===== src/rtl/adc_stream_pkg.sv =====
// Shared definitions for the ECG ADC sample stream: sample widths,
// default filter window and the boxcar output-register state type.
package adc_stream_pkg;

  localparam int ADC_BITS          = 12;
  localparam int SAMPLE_W          = 16;
  localparam int DEFAULT_LOG2_TAPS = 3;

  // Output register state: EMPTY holds nothing, HOLD presents a result.
  typedef enum logic {
    ST_EMPTY = 1'b0,
    ST_HOLD  = 1'b1
  } ma_state_e;

  // Accumulator width for a window of 2^log2_taps samples of data_w bits.
  function automatic int sum_width(input int data_w, input int log2_taps);
    return data_w + log2_taps;
  endfunction

endpackage


===== src/rtl/ma_delay_line.sv =====
// Circular N-entry sample store for the moving average. The entry under
// the write pointer is always the oldest sample, read combinationally so
// the accumulator can subtract it in the same cycle it is overwritten.
module ma_delay_line #(
  parameter int DATA_W    = 16,
  parameter int LOG2_TAPS = 3
) (
  input  logic              clk,
  input  logic              rst_n,
  input  logic              wr_en,
  input  logic [DATA_W-1:0] wr_data,
  output logic [DATA_W-1:0] old_data
);

  localparam int N = 1 << LOG2_TAPS;

  logic [DATA_W-1:0]    line [N];
  logic [LOG2_TAPS-1:0] wptr;

  assign old_data = line[wptr];

  // Overwrite the oldest entry and advance; N is a power of two so the
  // pointer wraps N-1 -> 0 by natural overflow.
  always_ff @(posedge clk or negedge rst_n) begin
    if (!rst_n) begin
      for (int i = 0; i < N; i++) begin
        line[i] <= '0;
      end
      wptr <= '0;
    end else if (wr_en) begin
      line[wptr] <= wr_data;
      wptr       <= wptr + 1'b1;
    end
  end

endmodule


===== src/rtl/axis_moving_avg.sv =====
// Boxcar low-pass filter on an AXI4-Stream sample stream. Keeps a running
// sum of the last 2^LOG2_TAPS samples and emits sum >> LOG2_TAPS through a
// single output register with pass-through ready.
module axis_moving_avg
  import adc_stream_pkg::*;
#(
  parameter int DATA_W    = SAMPLE_W,
  parameter int LOG2_TAPS = DEFAULT_LOG2_TAPS
) (
  input  logic              clk,
  input  logic              rst_n,
  input  logic [DATA_W-1:0] s_axis_tdata,
  input  logic              s_axis_tvalid,
  output logic              s_axis_tready,
  output logic [DATA_W-1:0] m_axis_tdata,
  output logic              m_axis_tvalid,
  input  logic              m_axis_tready,
  output logic              filled
);

  localparam int SUM_W = sum_width(DATA_W, LOG2_TAPS);

  // Mean of the window, truncating toward zero.
  function automatic logic [DATA_W-1:0] avg_trunc(input logic [SUM_W-1:0] s);
    return s[SUM_W-1:LOG2_TAPS];
  endfunction

  ma_state_e            state_p1;
  logic [SUM_W-1:0]     sum_p1;
  logic [DATA_W-1:0]    tdata_p1;
  logic [LOG2_TAPS-1:0] fill_cnt;
  logic                 filled_p1;

  logic [DATA_W-1:0]    old_data;
  logic [SUM_W-1:0]     sum_next;
  logic                 accept;
  logic                 out_hs;

  assign m_axis_tvalid = (state_p1 == ST_HOLD);
  assign m_axis_tdata  = tdata_p1;
  assign filled        = filled_p1;

  assign s_axis_tready = !m_axis_tvalid || m_axis_tready;
  assign accept        = s_axis_tvalid && s_axis_tready;
  assign out_hs        = m_axis_tvalid && m_axis_tready;

  // The sum always equals N in-range samples, so this never wraps.
  assign sum_next = sum_p1 + {{LOG2_TAPS{1'b0}}, s_axis_tdata}
                           - {{LOG2_TAPS{1'b0}}, old_data};

  ma_delay_line #(
    .DATA_W    (DATA_W),
    .LOG2_TAPS (LOG2_TAPS)
  ) u_line (
    .clk      (clk),
    .rst_n    (rst_n),
    .wr_en    (accept),
    .wr_data  (s_axis_tdata),
    .old_data (old_data)
  );

  // ---- stage p1: accumulator and output data register ----
  // Update the running sum and the presented average on each accepted sample.
  always_ff @(posedge clk or negedge rst_n) begin
    if (!rst_n) begin
      sum_p1   <= '0;
      tdata_p1 <= '0;
    end else if (accept) begin
      sum_p1   <= sum_next;
      tdata_p1 <= avg_trunc(sum_next);
    end
  end

  // Output valid: load on accept, drop on a handshake with nothing new.
  always_ff @(posedge clk or negedge rst_n) begin
    if (!rst_n) begin
      state_p1 <= ST_EMPTY;
    end else begin
      case (state_p1)
        ST_EMPTY: if (accept) state_p1 <= ST_HOLD;
        ST_HOLD:  if (out_hs && !accept) state_p1 <= ST_EMPTY;
        default:  state_p1 <= ST_EMPTY;
      endcase
    end
  end

  // Count accepts until the window is primed, then latch filled until reset.
  always_ff @(posedge clk or negedge rst_n) begin
    if (!rst_n) begin
      fill_cnt  <= '0;
      filled_p1 <= 1'b0;
    end else if (accept && !filled_p1) begin
      if (fill_cnt == '1) begin
        filled_p1 <= 1'b1;
      end else begin
        fill_cnt <= fill_cnt + 1'b1;
      end
    end
  end

endmodule


===== config.mk =====
export PLATFORM = sky130hd
export DESIGN_NAME = axis_moving_avg
export DESIGN_NICKNAME = d
export VERILOG_FILES = /design/src/rtl/adc_stream_pkg.sv /design/src/rtl/ma_delay_line.sv /design/src/rtl/axis_moving_avg.sv
export SDC_FILE = /design/constraint.sdc
export NUM_CORES = 1
export LEC_CHECK = 0
export BUFFER_PORTS_ARGS = -buffer_cell sky130_fd_sc_hd__buf_2
export CORE_MARGIN = 2
export CORE_UTILIZATION = 45
export CTS_CLUSTER_SIZE = 28
export DETAILED_ROUTE_END_ITERATION = 7
export PLACE_DENSITY = 0.59
export SYNTH_ARGS = -nofsm -noshare
export SYNTH_HDL_FRONTEND = slang
export SYNTH_HIERARCHICAL = 1
export SYNTH_SLANG_ARGS = --single-unit

===== constraint.sdc =====
create_clock -name clk -period 11.1 [get_ports clk]
set_input_delay 0.555 -clock clk [delete_from_list [all_inputs] [get_ports clk]]
set_output_delay 0.555 -clock clk [all_outputs]
set_load 0.02 [all_outputs]

# Yosys cells after proc, flatten, opt, wreduce, memory -nomap -nowiden
# Cells that the tools add are included.
[totals]
ff_bits = 171
output_inout_bits = 19
word_cells = 44
[op_classes]
add_sub_neg = 4
order_cmp = 2
n_eq_ne = 1
n_mux = 9
bitwise_logic = 3
reduce_logical = 11
[ops]
columns = ["operator", "count"]
rows = [
  ["$bwmux W128", 1],
  ["$bmux W16 S3", 1],
  ["$demux W16 S3", 1],
  ["$mux W16", 3],
  ["$add A19 B16 Y19", 1],
  ["$sub A19 B16 Y19", 1],
  ["$add A3 B1 Y3 const B", 2],
  ["$logic_and A1 B1 Y1", 5],
  ["$ge A4 B4 Y1 const B", 1],
  ["$lt A4 B1 Y1 const B", 1],
  ["$not A3 Y4", 1],
  ["$reduce_and A2 Y1", 2],
  ["$eq A3 B3 Y1 const B", 1],
  ["$logic_not A1 Y1", 3],
  ["$mux W1", 2],
  ["$not A1 Y1", 2],
  ["$pmux W1 S2", 1],
  ["$logic_or A1 B1 Y1", 1],
]

# Logic depth before layout (Yosys ltp)
# Gate-level depths: netlist of the first run.
[depth]
word_depth = 7
mapped_depth = 14
depth_no_buf = 12

# Cells and area by module
# Netlist of the first run, hierarchy kept.
[by_module_without_submodules]
columns = ["module", "instances", "cells_each", "area_per_inst_um2"]
rows = [
  ["ma_delay_line", 1, 343, 6212.2],
  ["axis_moving_avg", 1, 292, 2477.4],
]

# Least setup slack after synthesis of the first run
# Ideal clock, no wire load.
[synth_timing]
path_kind = "reg2reg"
start = "reg u_line.wptr[0]"
end = "reg sum_p1[16]"
setup_ns = 0.082
t_arrival_ns = 3.722
t_required_ns = 11.018
setup_slack_ns = 7.296
stages_incl_launch_ff = 14
path_buffers = 2
cell_sequence = "dfrtp_1 > buf_6 > buf_12 > mux4_2 > mux2_4 > fa_1 > inv_1 > fa_1 > a211oi_1 > o21a_1 > o21ai_2 > a2111oi_2 > o21ai_0 > a31oi_1"
[synth_between]
elab_chain_len = 5
[synth_rtl]
columns = ["item", "line_no", "source"]
rows = [
  ["start, declared", "ma_delay_line.sv:18", "logic [LOG2_TAPS-1:0] wptr;"],
  ["start signal, assigned", "ma_delay_line.sv:32", "wptr <= wptr + 1'b1;"],
  ["$not A3 Y4 (implied by the code)", "ma_delay_line.sv:20", "assign old_data = line[wptr];"],
  ["$bmux W16 S3", "ma_delay_line.sv:20", ""],
  ["$mux W16 (implied by the code) (2 in a row)", "ma_delay_line.sv:20", ""],
  ["via old_data[1]", "axis_moving_avg.sv:34", "logic [DATA_W-1:0] old_data;"],
  ["$sub A19 B16 Y19", "axis_moving_avg.sv:49", "- {{LOG2_TAPS{1'b0}}, old_data};"],
  ["end signal, assigned", "axis_moving_avg.sv:69", "sum_p1 <= sum_next;"],
  ["end, declared", "axis_moving_avg.sv:29", "logic [SUM_W-1:0] sum_p1;"],
]
# The timed path passes the listed nets, and every way through them passes these cells. The select of a mux whose other input is x is not followed.
# A chain may end at the register's enable or synchronous reset.

# Worst setup path in the final report of the first run
[layout_timing]
start = "reg u_line.wptr[0]"
end = "reg sum_p1[11]"
# Same word-level chain as after synthesis.

==> results.sh, run 1 <==
export IMPL_synth_net_count=693
export IMPL_arrival_ns=4.81
export IMPL_path_buf_inv=2
export IMPL_relSlewSlack_pct=25.14
export IMPL_clk_pin_slew_worst_paths_ns=0.06
export IMPL_wl_um=17560
export IMPL_drt_iter0_markers=212
export IMPL_report_final_slew_viol_count=0
export IMPL_drtAntennaViolNets=0
export IMPL_synthCells=635
export IMPL_clk_latency_ns=0.42
export IMPL_path_class="reg2reg"
export IMPL_cpMostUsedCell="o21ai_1"
export IMPL_cts_buffer_depth=2
export IMPL_final_layout_size_suffix_gt1_share_pct=29.71
export IMPL_max_cap_violations=0
export IMPL_core_area_mm2=0.01883
export IMPL_ys_flop_type="dfrtp_1"
export IMPL_n_antenna_cell=0
export IMPL_synth_seq_area_share_pct=44.64
export IMPL_syn_avg_cell_area_um2=13.68
export IMPL_final_common_cell="dfrtp_1"
export IMPL_final_cell_mix="dfrtp_1, inv_1, mux2_1"
export IMPL_max_stage_delay_ns=0.60
export IMPL_cts_made_buffers=17
export IMPL_worstPathRequired_ns=11.37
export IMPL_fin_crit_sh_pct=40.88
export IMPL_dp_hpwl_um=11570
export IMPL_fmax_mhz=220.4
export IMPL_path_delay_family="compound AO/OA/AOI/OAI gates"
export IMPL_gr_usage_met3_pct=4.091
export IMPL_dr_total_vias=4957
export IMPL_end_kind="register"
export IMPL_rsz0062_at_grt="false"
export IMPL_syn2layout_area_growth_pct=8.711
export IMPL_postCtsHoldBufs=0
export IMPL_num_fill_cells=1621
export IMPL_hold_viol=0
export IMPL_synth_edf_count=0
export IMPL_use_met1_pct=26.18
export IMPL_regArea_mm2=0.003881
export IMPL_synth_seq_cells=155
export IMPL_dieArea_mm2=0.02044
export IMPL_initial_utilization_pct=46.15
export IMPL_status="finished, final reports clean"
export IMPL_wl_per_cell_um=19.02
export IMPL_fin_tns_setup_ns=0
export IMPL_rows=50
export IMPL_yosysUniqueCellTypes=58
export IMPL_fin_worst_skew_ns=0.01600
export IMPL_path_max_fanout=33
export IMPL_clock_sinks=155
export IMPL_firstDrtPassIters=4
export IMPL_antenna_found_initial=0
export IMPL_gp_congestion=0.8603
export IMPL_fin_crit_ns=4.538
export IMPL_grt_use_total_pct=18.71
export IMPL_cts_htree_levels=4
export IMPL_overflow=0
export IMPL_drc=0
export IMPL_final_nets=711
export IMPL_hold_class="in2async"
export IMPL_tritoncts="done"
export IMPL_worstMarginPinSlew_ns=1.123
export IMPL_postSynth_asyncResetShare_pct=100.0
export IMPL_setup_viol=0
export IMPL_die_h_um=143.0
export IMPL_fp_dieW_um=143.0
export IMPL_start_kind="register"
export IMPL_yosys_warnings=6
export IMPL_grt_pass1_wl_um=29030
export IMPL_postCtsSetupBuffers=0
export IMPL_io_buffer_count=38
export IMPL_grt_pass1_vias=5379
export IMPL_viasPerCell=5.371
export IMPL_met2_usage_pct=29.89
export IMPL_busiest_layer="met2"
export IMPL_cp_slowest_cell="buf_4"
export IMPL_root_buffer="clkbuf_16"
export IMPL_multiInputGateArea_mm2=0.004215
export IMPL_cp_cell_sequence="buf_4, mux4_2, mux2_4, fa_1, inv_1, ha_1, a2111oi_0, o21ai_1, a41oi_1, o21bai_1, xnor2_1, o21ai_1"
export IMPL_pin_count=39
export IMPL_synth_area_mm2=0.008690
export IMPL_grt_max_degree=95
export IMPL_cts_resized_gates=0
-- metal layers --
metal / wire (µm) / vias up
met2: 8233 / 84
met4: 162 / 0
li1: - / 2277
met1: 8538 / 2583
met3: 623 / 13
met5: 0 / -
-- worst register-to-register path, cell delays in order (launching register included) --
cell and delay (ns):
dfrtp_2 0.55, buf_4 0.60, mux4_2 0.62, mux2_4 0.29, fa_1 0.48, inv_1 0.04, ha_1 0.36, a2111oi_0 0.48
o21ai_1 0.18, a41oi_1 0.42, o21bai_1 0.13, xnor2_1 0.18, o21ai_1 0.07
-- registers in the layout, summed over array words and instances (netlist names) --
signal / cells
m_axis_tvalid: 1
sum_p1: 19
u_line/line: 128
u_line/wptr: 3
fill_cnt: 3
filled: 1
-- path summary, 6_finish.rpt --
path | start | endpoint | slack [ns] | depth (start not counted)
max reg2reg | u_line/wptr[0]$_DFFE_PN0P_ | sum_p1[11]$_DFFE_PN0P_ | 6.56 | 12
min reg2reg | sum_p1[18]$_DFFE_PN0P_ | sum_p1[18]$_DFFE_PN0P_ | 0.46 | 1
min in group clk | s_axis_tvalid | m_axis_tvalid$_DFF_PN0_ | 0.34 | 2
min | rst_n | sum_p1[10]$_DFFE_PN0P_ | 0.22 | 1
max | u_line/wptr[0]$_DFFE_PN0P_ | sum_p1[11]$_DFFE_PN0P_ | 6.56 | 12
max in group asynchronous | rst_n | u_line/line[19]$_DFFE_PN0P_ | 9.57 | 2
-- synthesized netlist by cell type, types with 3 or more instances --
cell type  number  area share, %
ha_1           22            3.2
mux4_2         26            6.7
buf_6           7           0.91
mux2_1         63            8.2
xnor2_1         9           0.91
o21a_1          4           0.35
a211oi_1        4           0.35
o21ai_0        20            1.2
a21oi_1         9           0.52
clkbuf_1        4           0.17
nand2_1        25            1.1
xor2_1          6           0.60
o21bai_1        3           0.26
nor2_1          9           0.39
buf_4          24            2.1
buf_2           9           0.52
nand4b_4        3           0.82
o21ai_1         5           0.29
fa_1           16            3.7
a21o_1         10           0.86
mux4_1          6            1.8
nand4_1         3           0.22
mux2_4         46            7.9
a31oi_1         4           0.29
mux2_2         38            4.9
inv_1          67            2.9
dfrtp_1       155             45
-- metrics by stage --
step | setup WS [ns] | utilization [%] | cell area [µm²] | cells | hold WS, ns
after global placement | 6.688 | 47.38 | 8922 | 894 | 0.4488
after detailed placement | 6.536 | 47.38 | 8922 | 894 | 0.4523
after global routing | 6.265 | 50.17 | 9447 | 923 | 0.3029
after floorplan | 7.296 | - | 8690 | 635 | 0.2594
final | 6.562 | 50.17 | 9447 | 923 | 0.2239
after CTS | 6.503 | 50.17 | 9447 | 923 | 0.2634
-- area by class of cell --
class | count | share of cell area [%]
clock buffer | 21 | 4.768
clock inverter | 8 | 0.7815
tap | 260 | 3.444
timing repair buffer | 45 | 2.636
sequential | 155 | 41.09
inverter | 67 | 2.662
multi-input combinational | 367 | 44.62
-- kinds of logic after synthesis --
| logic type | Yosys count | synth area share, % |
|---|---|---|
| AO/OA/AOI/OAI | 76 | 5.760 |
| XOR/XNOR | 15 | 1.512 |
| adder cells (fa/ha/maj) | 38 | 6.854 |
| buffers and inverters | 113 | 7.027 |
| flip-flops | 155 | 44.64 |
| multiplexers | 180 | 29.70 |
| AND/OR/NAND/NOR | 58 | 4.507 |
Power of run 1 is left out: the tool's default activity adds up to more than one toggle a clock period on the data nets, which glitch-free logic cannot reach.
==> inputs of run 2 (changes only) <==
Clock period 11.1 ns to 4.38 ns, I/O delays scaled along.
==> results.sh, run 2 (synthesis gave the netlist of run 1 again) <==
export IMPL_final_nets=716
export IMPL_grt_pass1_wl_um=28730
export IMPL_use_met1_pct=25.60
export IMPL_overflow=0
export IMPL_cts_made_buffers=17
export IMPL_max_cap_violations=0
export IMPL_end_kind="register"
export IMPL_root_buffer="clkbuf_16"
export IMPL_grt_use_total_pct=18.58
export IMPL_dp_hpwl_um=11530
export IMPL_status="finished, final reports clean"
export IMPL_path_max_fanout=34
export IMPL_pin_count=39
export IMPL_fin_crit_sh_pct=93.07
export IMPL_arrival_ns=4.38
export IMPL_startpoint="u_line/wptr[0]$_DFFE_PN0P_"
export IMPL_wl_per_cell_um=18.65
export IMPL_syn2layout_area_growth_pct=10.81
export IMPL_hold_class="in2reg"
export IMPL_final_cell_mix="dfrtp_1, inv_1, mux2_1"
export IMPL_relSlewSlack_pct=26.21
export IMPL_busiest_layer="met2"
export IMPL_hold_viol=0
export IMPL_fin_area_mm2=0.009629
export IMPL_hold_start="m_axis_tready"
export IMPL_cpMostUsedCell="o21ai_1"
export IMPL_met2_usage_pct=29.51
export IMPL_fp_dieW_um=143.0
export IMPL_grt_pass1_vias=5310
export IMPL_core_area_mm2=0.01883
export IMPL_firstDrtPassIters=4
export IMPL_cts_buffer_depth=2
export IMPL_antenna_found_initial=1
export IMPL_grt_max_degree=85
export IMPL_rows=50
export IMPL_fin_crit_ns=4.077
export IMPL_report_final_slew_viol_count=0
export IMPL_path_class="reg2reg"
export IMPL_cp_cell_sequence="buf_12, mux4_2, mux2_4, fa_1, inv_1, ha_1, a2111oi_0, o21ai_1, a41oi_2, o21bai_1, xnor2_1, o21ai_1"
export IMPL_fin_worst_skew_ns=0.007783
export IMPL_largest_reg_flops=128
export IMPL_cts_htree_levels=4
export IMPL_dr_total_vias=4897
export IMPL_setup_viol=0
export IMPL_viasPerCell=5.254
export IMPL_fin_cells=932
export IMPL_clk_latency_ns=0.43
export IMPL_drc=0
export IMPL_max_stage_delay_ns=0.55
export IMPL_fmax_mhz=245.3
export IMPL_drtAntennaViolNets=0
export IMPL_io_buffer_count=38
export IMPL_drt_iter0_markers=177
export IMPL_final_layout_size_suffix_gt1_share_pct=30.70
export IMPL_fin_tns_setup_ns=0
export IMPL_gp_congestion=0.8495
export IMPL_dieArea_mm2=0.02044
export IMPL_tritoncts="done"
export IMPL_clk_pin_slew_worst_paths_ns=0.06
export IMPL_die_h_um=143.0
export IMPL_place_area_mm2=0.008970
export IMPL_wl_um=17380
export IMPL_reg_largest_list="u_line/line: 128 flops, sum_p1: 19 flops"
export IMPL_worstPathRequired_ns=4.69
export IMPL_worstMarginPinSlew_ns=1.107
export IMPL_start_kind="register"
export IMPL_cp_slowest_cell="dfrtp_2"
export IMPL_final_common_cell="dfrtp_1"
export IMPL_rsz0062_at_grt="false"
export IMPL_dp_cells=897
export IMPL_clock_sinks=155
export IMPL_rr_startpoint="u_line/wptr[0]$_DFFE_PN0P_"
export IMPL_gr_usage_met3_pct=4.024
export IMPL_initial_utilization_pct=46.15
export IMPL_top_register="u_line/line"
-- run 2: final cells by class --
class / instances / area, µm²
flip-flops and latches: 155 / 3881
well taps: 260 / 325.3
inverters: 67 / 251.5
clock inverters: 11 / 158.9
fillers: 1611 / 9201
repair buffers: 50 / 316.6
multi-input cells: 367 / 4223
diodes: 1 / 2.502
clock buffers: 21 / 470.5
-- run 2: per-layer routing --
layer	part of all wire [%]	up-vias	wire length, µm
met5	0	-	0
met4	1.3	0	227
met3	3.9	15	686
met2	46	73	8038
met1	49	2513	8432
li1	-	2296	-
-- run 2: timing repair --
action | in CTS | in global routing
endpoints found under the setup margin | 0 | 2
hold endpoints to repair | 83 | 0
hold buffers | 2 | 0
buffers inserted | 0 | 0
gates resized for setup | 0 | 1
-- run 2: worst paths after layout --
| check | end | slack, ns | cells past startpoint |
|---|---|---|---|
| worst max-delay path | sum_p1[11]$_DFFE_PN0P_ | 0.30 | 12 |
| worst min-delay path | m_axis_tvalid$_DFF_PN0_ | 0.11 | 3 |
| worst max register to register | sum_p1[11]$_DFFE_PN0P_ | 0.30 | 12 |
| worst min register to register | sum_p1[18]$_DFFE_PN0P_ | 0.47 | 1 |
| max in group asynchronous | u_line/line[109]$_DFFE_PN0P_ | 2.93 | 3 |
| min in group asynchronous | sum_p1[10]$_DFFE_PN0P_ | 0.42 | 2 |
-- run 2: through the flow --
| stage | hold slack (ns) | util, % | setup slack, ns |
|---|---|---|---|
| finish | 0.1091 | 51.14 | 0.3035 |
| global route | 0.1060 | 51.12 | 0.02409 |
| CTS | 0.1001 | 51.08 | 0.1885 |
| detailed placement | 0.3305 | 47.63 | 0.2125 |
| global placement | 0.3189 | 47.63 | 0.3467 |
| floorplan | -0.07659 | - | 0.5761 |
-- run 2: worst max-delay path: cells and delay by family (launching register included) --
kind            cells  cell delay, ns
xor+xnor            1            0.15
compound gates      5            1.18
mux                 2            0.84
fa+ha+maj           2            0.84
flops               1            0.55
buf+inv             2            0.36
Power of run 2 is left out for the same reason.
==> inputs of run 3 (changes only) <==
Settings changed: CTS_BUF_LIST set to sky130_fd_sc_hd__clkbuf_16.
==> results.sh, run 3 (synthesis gave the netlist of run 1 again) <==
export IMPL_wl_per_cell_um=18.67
export IMPL_arrival_ns=4.40
export IMPL_overflow=0
export IMPL_clock_sinks=155
export IMPL_die_h_um=143.0
export IMPL_fin_cells=932
export IMPL_pin_count=39
export IMPL_grt_use_total_pct=18.58
export IMPL_dr_total_vias=4880
export IMPL_hold_depth=3
export IMPL_holdPathEnd="m_axis_tvalid$_DFF_PN0_"
export IMPL_rsz0062_at_grt="false"
export IMPL_largest_reg_flops=128
export IMPL_final_cell_mix="dfrtp_1, inv_1, mux2_1"
export IMPL_cts_made_buffers=17
export IMPL_cts_htree_levels=4
export IMPL_worstPathRequired_ns=4.68
export IMPL_worstMarginPinSlew_ns=1.112
export IMPL_io_buffer_count=38
export IMPL_drtAntennaViolNets=0
export IMPL_final_layout_size_suffix_gt1_share_pct=30.25
export IMPL_start_kind="register"
export IMPL_initial_utilization_pct=46.15
export IMPL_setup_viol=0
export IMPL_cts_buffer_depth=2
export IMPL_fin_hold_ws_ns=0.1098
export IMPL_dp_cells=897
export IMPL_rows=50
export IMPL_firstDrtPassIters=4
export IMPL_final_nets=716
export IMPL_fin_worst_skew_ns=0.008515
export IMPL_dp_hpwl_um=11530
export IMPL_grt_pass1_wl_um=28740
export IMPL_status="finished, final reports clean"
export IMPL_antenna_found_initial=1
export IMPL_rr_endpoint="sum_p1[11]$_DFFE_PN0P_"
export IMPL_grt_pass1_vias=5306
export IMPL_fmax_mhz=244.1
export IMPL_grt_max_degree=85
export IMPL_hold_viol=0
export IMPL_path_max_fanout=34
export IMPL_syn2layout_area_growth_pct=10.47
export IMPL_clk_pin_slew_worst_paths_ns=0.06
export IMPL_hold_start="m_axis_tready"
export IMPL_viasPerCell=5.236
export IMPL_top_register="u_line/line"
export IMPL_relSlewSlack_pct=25.87
export IMPL_drc=0
export IMPL_hold_class="in2reg"
export IMPL_reg_largest_list="u_line/line: 128 flops, sum_p1: 19 flops"
export IMPL_worstRegToRegCells=12
export IMPL_gp_congestion=0.8495
export IMPL_r2r_slack_ns=0.28
export IMPL_report_final_slew_viol_count=0
export IMPL_core_area_mm2=0.01883
export IMPL_fin_crit_ns=4.096
export IMPL_postCtsSetupBuffers=0
export IMPL_tritoncts="done"
export IMPL_fin_crit_sh_pct=93.52
export IMPL_dieArea_mm2=0.02044
export IMPL_drt_iter0_markers=194
export IMPL_rr_startpoint="u_line/wptr[0]$_DFFE_PN0P_"
export IMPL_end_kind="register"
export IMPL_fp_dieW_um=143.0
export IMPL_root_buffer="clkbuf_16"
export IMPL_path_class="reg2reg"
export IMPL_fin_tns_setup_ns=0
export IMPL_final_common_cell="dfrtp_1"
export IMPL_max_cap_violations=0
export IMPL_clk_latency_ns=0.42
export IMPL_wl_um=17400
run 3: cell count changes in the layout (fill, tap and decap cells not counted):
cell      change
clkbuf_1      -1
clkbuf_8      -3
clkinv_1      +3
inv_1         +1
run 3: what timing repair did:
item	in CTS	in global routing
gates resized for setup	0	1
hold buffers	2	0
endpoints found under the hold margin	83	0
setup endpoints to repair	0	2
run 3: worst max-delay path, stage by stage (launching register included):
cell       delay [ns]
dfrtp_2          0.56
buf_12           0.32
mux4_2           0.56
mux2_4           0.29
fa_1             0.49
inv_1            0.04
ha_1             0.35
a2111oi_0        0.47
o21ai_1          0.20
a41oi_2          0.32
o21bai_1         0.12
xnor2_1          0.15
o21ai_1          0.07
run 3: how the worst max path moves through the flow:
stage	startpoint	endpoint	slack, ns
6_report	u_line/wptr[0]$_DFFE_PN0P_	sum_p1[11]$_DFFE_PN0P_	0.28
3_3_place_gp	u_line/wptr[0]$_DFFE_PN0P_	sum_p1[11]$_DFFE_PN0P_	0.35
4_1_cts	u_line/wptr[0]$_DFFE_PN0P_	sum_p1[11]$_DFFE_PN0P_	0.19
5_1_grt	u_line/wptr[0]$_DFFE_PN0P_	sum_p1[16]$_DFFE_PN0P_	0.03
3_5_place_dp	u_line/wptr[0]$_DFFE_PN0P_	sum_p1[11]$_DFFE_PN0P_	0.21
2_1_floorplan	u_line/wptr[0]$_DFFE_PN0P_	sum_p1[16]$_DFFE_PN0P_	0.58
run 3: cell type report:
class	instances	area, µm²
Multi-Input combinational cell	367	4223
Timing Repair Buffer	50	316.6
Clock inverter	15	173.9
Fill cell	1614	9231
Clock buffer	17	425.4
Tap cell	260	325.3
Sequential cell	155	3881
Inverter	67	251.5
Antenna cell	1	2.502
run 3: per-layer routing:
metal	GRT usage [%]	vias to the layer above	routed length, µm
li1	-	2291	-
met1	25.64	2498	8494
met2	29.49	79	7963
met3	4.024	12	721
met4	5.784	0	216
met5	0	-	0
run 3: through the flow:
stage | cell area, µm² | utilization [%] | setup slack, ns
global route | 9597 | 50.96 | 0.02647
floorplan | 8690 | - | 0.5761
CTS | 9589 | 50.92 | 0.1906
global placement | 8970 | 47.63 | 0.3467
finish | 9599 | 50.98 | 0.2839
detailed placement | 8970 | 47.63 | 0.2125
Power of run 3 is left out for the same reason.
